[src/rtl/pe_loader_pkg.sv]
// Shared parameters and state encoding for the PE loader.
package pe_loader_pkg;

  localparam int unsigned DATA_WIDTH = 32;
  localparam int unsigned INST_WIDTH = 32;
  localparam int unsigned REG_NUM    = 32;

  typedef enum logic [2:0] {
    StIdle  = 3'd0,
    StInst  = 3'd1,
    StFill  = 3'd2,
    StBurst = 3'd3,
    StDone  = 3'd4
  } pe_state_e;

endpackage

[src/rtl/pe_loader_burst_buf.sv]
// Sample store: simple dual-port RAM with a registered read port.
module burst_buf #(
  parameter int unsigned DEPTH = 64,
  parameter int unsigned WIDTH = 64
) (
  input  logic                     i_clk,
  input  logic                     i_we,
  input  logic [$clog2(DEPTH)-1:0] i_waddr,
  input  logic [WIDTH-1:0]         i_wdata,
  input  logic                     i_re,
  input  logic [$clog2(DEPTH)-1:0] i_raddr,
  output logic [WIDTH-1:0]         o_rdata
);

  logic [WIDTH-1:0] r_mem [DEPTH];
  logic [WIDTH-1:0] r_rdata;

  always_ff @(posedge i_clk) begin
    if (i_we) begin
      r_mem[i_waddr] <= i_wdata;
    end
    if (i_re) begin
      r_rdata <= r_mem[i_raddr];
    end
  end

  assign o_rdata = r_rdata;

endmodule

[src/rtl/pe_loader.sv]
// Loads a job's instructions into a PE, buffers one data burst, then streams it out gap-free.
module pe_loader #(
  parameter int unsigned DATA_WIDTH = pe_loader_pkg::DATA_WIDTH,
  parameter int unsigned INST_WIDTH = pe_loader_pkg::INST_WIDTH,
  parameter int unsigned BURST_LEN  = pe_loader_pkg::REG_NUM * 2,
  parameter int unsigned INST_MAX   = 16
) (
  input  logic                             i_clk,
  input  logic                             i_rst_n,
  input  logic                             i_start,
  input  logic [$clog2(INST_MAX+1)-1:0]    i_inst_cnt,
  input  logic                             i_s_inst_v,
  output logic                             o_s_inst_ready,
  input  logic [INST_WIDTH-1:0]            i_s_inst,
  input  logic                             i_s_data_v,
  output logic                             o_s_data_ready,
  input  logic [DATA_WIDTH*2-1:0]          i_s_data,
  output logic                             o_inst_in_v,
  output logic [INST_WIDTH-1:0]            o_inst_in,
  output logic                             o_din_v,
  output logic [DATA_WIDTH*2-1:0]          o_din_pe,
  output logic                             o_busy,
  output logic                             o_done
);

  import pe_loader_pkg::*;

  localparam int unsigned CntW  = $clog2(INST_MAX + 1);
  localparam int unsigned AddrW = $clog2(BURST_LEN);

  pe_state_e              r_state, w_state_nxt;
  logic [CntW-1:0]        r_inst_tgt, r_icnt, w_cnt_clamped;
  logic [AddrW-1:0]       r_wcnt, r_rcnt;
  logic                   r_rd_done;
  logic                   r_inst_v, r_din_v;
  logic [INST_WIDTH-1:0]  r_inst;
  logic                   w_inst_ready, w_data_ready, w_inst_hs, w_data_hs, w_rd_en;
  logic [DATA_WIDTH*2-1:0] w_rd_data;

  assign w_cnt_clamped = (i_inst_cnt > CntW'(INST_MAX)) ? CntW'(INST_MAX) : i_inst_cnt;
  assign w_inst_hs     = w_inst_ready & i_s_inst_v;
  assign w_data_hs     = w_data_ready & i_s_data_v;

  always_comb begin
    w_state_nxt  = r_state;
    w_inst_ready = 1'b0;
    w_data_ready = 1'b0;
    w_rd_en      = 1'b0;
    unique case (r_state)
      StIdle: begin
        if (i_start) begin
          w_state_nxt = (w_cnt_clamped != '0) ? StInst : StFill;
        end
      end
      StInst: begin
        w_inst_ready = 1'b1;
        if (i_s_inst_v && (r_icnt == r_inst_tgt - CntW'(1))) begin
          w_state_nxt = StFill;
        end
      end
      StFill: begin
        w_data_ready = 1'b1;
        if (i_s_data_v && (r_wcnt == AddrW'(BURST_LEN - 1))) begin
          w_state_nxt = StBurst;
        end
      end
      StBurst: begin
        // Reads issue until the last address; the final word leaves one cycle later.
        w_rd_en = ~r_rd_done;
        if (r_rd_done) begin
          w_state_nxt = StDone;
        end
      end
      StDone:  w_state_nxt = StIdle;
      default: w_state_nxt = StIdle;
    endcase
  end

  always_ff @(posedge i_clk or negedge i_rst_n) begin
    if (!i_rst_n) begin
      r_state    <= StIdle;
      r_inst_tgt <= '0;
      r_icnt     <= '0;
      r_wcnt     <= '0;
      r_rcnt     <= '0;
      r_rd_done  <= 1'b0;
      r_inst_v   <= 1'b0;
      r_inst     <= '0;
      r_din_v    <= 1'b0;
    end else begin
      r_state  <= w_state_nxt;
      r_inst_v <= w_inst_hs;
      r_inst   <= w_inst_hs ? i_s_inst : '0;
      r_din_v  <= w_rd_en;
      if (r_state == StIdle && i_start) begin
        r_inst_tgt <= w_cnt_clamped;
      end
      if (w_inst_hs) begin
        r_icnt <= r_icnt + CntW'(1);
      end
      if (w_data_hs) begin
        r_wcnt <= (r_wcnt == AddrW'(BURST_LEN - 1)) ? '0 : r_wcnt + AddrW'(1);
      end
      if (w_rd_en) begin
        r_rcnt <= r_rcnt + AddrW'(1);
        if (r_rcnt == AddrW'(BURST_LEN - 1)) begin
          r_rd_done <= 1'b1;
        end
      end
      if (w_state_nxt == StIdle) begin
        r_icnt    <= '0;
        r_wcnt    <= '0;
        r_rcnt    <= '0;
        r_rd_done <= 1'b0;
      end
    end
  end

  burst_buf #(
    .DEPTH (BURST_LEN),
    .WIDTH (DATA_WIDTH * 2)
  ) u_burst_buf (
    .i_clk   (i_clk),
    .i_we    (w_data_hs),
    .i_waddr (r_wcnt),
    .i_wdata (i_s_data),
    .i_re    (w_rd_en),
    .i_raddr (r_rcnt),
    .o_rdata (w_rd_data)
  );

  // Buffer read data is unreset; gate it so the output is clean when idle or in reset.
  assign o_din_pe       = r_din_v ? w_rd_data : '0;
  assign o_din_v        = r_din_v;
  assign o_inst_in_v    = r_inst_v;
  assign o_inst_in      = r_inst;
  assign o_s_inst_ready = w_inst_ready;
  assign o_s_data_ready = w_data_ready;
  assign o_busy         = (r_state != StIdle);
  assign o_done         = (r_state == StDone);

endmodule

[config.mk]
export PLATFORM = sky130hd
export DESIGN_NAME = pe_loader
export DESIGN_NICKNAME = d
export VERILOG_FILES = /design/src/rtl/pe_loader_pkg.sv /design/src/rtl/pe_loader_burst_buf.sv /design/src/rtl/pe_loader.sv
export SDC_FILE = /design/constraint.sdc
export NUM_CORES = 2
export LEC_CHECK = 0
export ABC_AREA = 1
export BUFFER_PORTS_ARGS = -buffer_cell sky130_fd_sc_hd__buf_2
export CORE_ASPECT_RATIO = 1.2
export CORE_MARGIN = 1
export CORE_UTILIZATION = 45
export DETAILED_ROUTE_END_ITERATION = 8
export HOLD_SLACK_MARGIN = 0.03
export PLACE_DENSITY_LB_ADDON = 0.3
export SYNTH_ARGS = -nofsm -noshare
export SYNTH_HDL_FRONTEND = slang
export SYNTH_SLANG_ARGS = --single-unit
[constraint.sdc]
create_clock -name i_clk -period 6.7 [get_ports i_clk]
set_clock_uncertainty 0.05 [all_clocks]
set_input_delay 0.335 -clock i_clk [delete_from_list [all_inputs] [get_ports i_clk]]
set_output_delay 0.335 -clock i_clk [all_outputs]
set_load 0.01 [all_outputs]
==> results by group <==
Outcome
  • Status: completed

Job
  • Max-cap violation count: 0

STA
  • Final setup fails: 0
  • Final period util: 0.6407
  • Crit path time final: 4.293 ns
  • Min Hold Slack: 0.06743 ns
  • Rel. slew slack: 0.1166
  • RSZ-0062 raised after global routing: false
  • Setup_tns: 0 ns
  • Fmax: 233.0 MHz
  • Hold Vio Cnt, Final: 0
  • Slew @ Worst Pin: 1.325 ns
  • Slew Viols, Final: 0

Detailed routing
  • Vias: 114413
  • Drt first pass iters: 9
  • Drt via density: 5.759
  • Iter 0 DRT Violations: 15663
  • Routed wire length per instance: 26.63 µm
  • DRC viols: 0
  • Antenna-violating nets left: 0
  • Detailed Route WL: 529000 µm

Finish
  • Share of post-route cells with drive strength above 1: 0.07388
  • Layout net count: 14654
  • Area Growth Syn to Fin: 12.15%

Power and ir drop
  • Clock power share: 0.334
  • Internal cell power: 46.04 mW
  • Net Sw Frac: 0.3178
  • Logic pwr share: 0.222
  • Pleak: 67.14 nW
  • Net Switching: 21.45 mW
  • Final total power: 67.49 mW
  • Worst vdd ir: 0.3411 mV
  • Sequential share of power: 0.444
  • P per Cell Area: 353.8 nW/µm²

Setup path
  • Req. time, crit path: 7.25 ns
  • Peak per-stage delay on the critical path: 1.21 ns
  • Critical path data arrival time: 4.85 ns
  • Critical path peak fanout: 23
  • CP endpoint kind: register
  • WS Path Type: reg2reg
  • Slowest cell on crit path: nor2_4
  • Most frequent CP cell: buf_4
  • Worst path cell trace: nor3_1, buf_4, nand2_2, inv_1, nand4_1, nor2_4, buf_4
  • Worst path top cell family by delay: simple AND/OR/NAND/NOR gates
  • Crit start category: register
  • Critical path buffers and inverters: 3

Floorplanning
  • DIE WIDTH: 563.2 µm
  • Die area: 380500 µm²
  • Io pins: 208
  • FP Rows: 246
  • Initial core utilization: 0.4534
  • Core area: 375200 µm²
  • Die Span Y: 675.5 µm

Clock network
  • Clk root buf: clkbuf_16
  • Worst-Skew Late Latency: 1.01 ns
  • Hold Buf Count CTS: 117
  • Post-CTS Resized: 0
  • Clock Tree Buf Depth: 4
  • Post-CTS Setup Inserts: 0
  • Clock sinks: 4220
  • Reg clk slew, reported paths: 0.07 ns
  • Cts bufs inserted: 415
  • CTS tree: yes
  • H-tree levels: 5

GRT
  • Vias in the first global route: 106879
  • All-Layer GR Usage: 0.2720
  • Antenna violations before repair: 53
  • Largest net degree at the start of global routing: 216
  • Total congestion overflow: 0
  • First-pass GRT wire length: 753300 µm

Place
  • RePlAce Congestion: 0.8241
  • Estimated wirelength of the detail-placed design: 270800 µm
  • Port Buffers: 207

Synth
  • Post-Synthesis Cells: 14415
  • Post-synth EDFFs: 4160
  • Post-synth top cells: edfxtp_1 (4160), nand2_1 (2971), nor2_1 (2864)
  • Warning count from the yosys run: 0
  • Yosys cell types: 31
  • Predominant post-synthesis flop cell: edfxtp_1
  • Flops & latches, synth: 4220
  • Seq/Total Area, Yosys: 0.7432
  • Mapped Avg Cell Area: 11.80 µm²
  • Cell taking the most area after synthesis: edfxtp_1
  • Yosys top cell area share: 0.7344
  • Largest cells by area after synthesis: edfxtp_1 (73%), nand2_1 (6.6%), nor2_1 (6.3%)
  • Netlist Area Pre-Place: 170100 µm²
  • Synth async-reset ratio: 0.01422
  • Most instantiated library cell after synthesis: edfxtp_1
  • Syn Nets: 14525

Worst hold path
  • Hold Crit Class: in2reg
## registers in the layout (all words and copies together) (netlist names)
signal               cells
o_inst_in_v              1
r_rd_done                1
r_wcnt                   6
r_rcnt                   6
r_icnt                   5
o_din_v                  1
o_inst_in               32
r_state                  3
u_burst_buf.r_mem     4096
r_inst_tgt               5
u_burst_buf.o_rdata     64
## power groups by stage
stage	clock [mW]	sequential (mW)	combinational, mW
floorplan	0	30.1	10.3
finish	22.5	30.0	15.0
global route	23.6	29.9	16.6
detailed placement	0	30.5	14.7
global placement	0	30.5	14.6
CTS	22.7	29.9	14.9
## worst paths after layout
kind / from / endpoint / slack (ns) / cells past startpoint
worst max-delay path: r_state[0] / u_burst_buf.r_mem[41][20] / 2.41 / 7
worst min-delay path: i_s_data[50] / u_burst_buf.r_mem[21][50] / 0.07 / 1
worst max register to register: r_state[0] / u_burst_buf.r_mem[41][20] / 2.41 / 7
worst min register to register: r_rd_done / r_state[2] / 0.57 / 2
max in group asynchronous: i_rst_n / r_rcnt[2] / 5.17 / 4
min in group asynchronous: i_rst_n / o_inst_in[23] / 0.61 / 4
## metrics by stage
step	setup slack, ns	std cells	area (µm²)	utilization
2_1_floorplan	1.975	14415	170100	-
3_3_place_gp	2.592	18970	176700	0.4709
3_5_place_dp	2.524	18970	176700	0.4709
4_1_cts	2.430	19849	190700	0.5083
5_1_grt	2.251	19858	190700	0.5084
6_report	2.407	19866	190800	0.5084
## placed cells by master, fill, tap and decap left out, types with 112 or more instances in the layout
cell,instances
edfxtp_1,4160
nand2_1,2970
nor2_1,2797
o21ai_0,1561
nand3_1,865
clkbuf_16,421
inv_1,399
o211ai_1,276
buf_2,207
buf_4,187
a21oi_1,180
clkinv_1,159
dlygate4sd3_1,117
clkbuf_1,112
## cells by family after synthesis
| group | count (synthesis) | share of synthesized area |
|---|---|---|
| simple gates | 6726 | 0.1551 |
| fa+ha+maj | 4 | 0.0002942 |
| buf+inv | 1325 | 0.03397 |
| compound gates | 2129 | 0.06681 |
| flops | 4220 | 0.7432 |
| xor+xnor | 11 | 0.0005664 |
## layer usage
layer	vias up	track usage	wire, µm
met2	6415	0.4394	248200
met1	56552	0.3622	202400
met5	-	0	116
li1	50274	-	-
met3	1152	0.05270	55620
met4	20	0.1095	22690
## layout make-up
cell class / instances / area (µm²)
diodes: 17 / 42.54
clock inverters: 227 / 1893
repair buffers: 581 / 5012
fillers: 31812 / 184400
multi-input cells: 8870 / 38410
well taps: 4960 / 6206
inverters: 456 / 1772
clock buffers: 535 / 10980
flip-flops and latches: 4220 / 126400
Power figures use the tool's default switching activity.
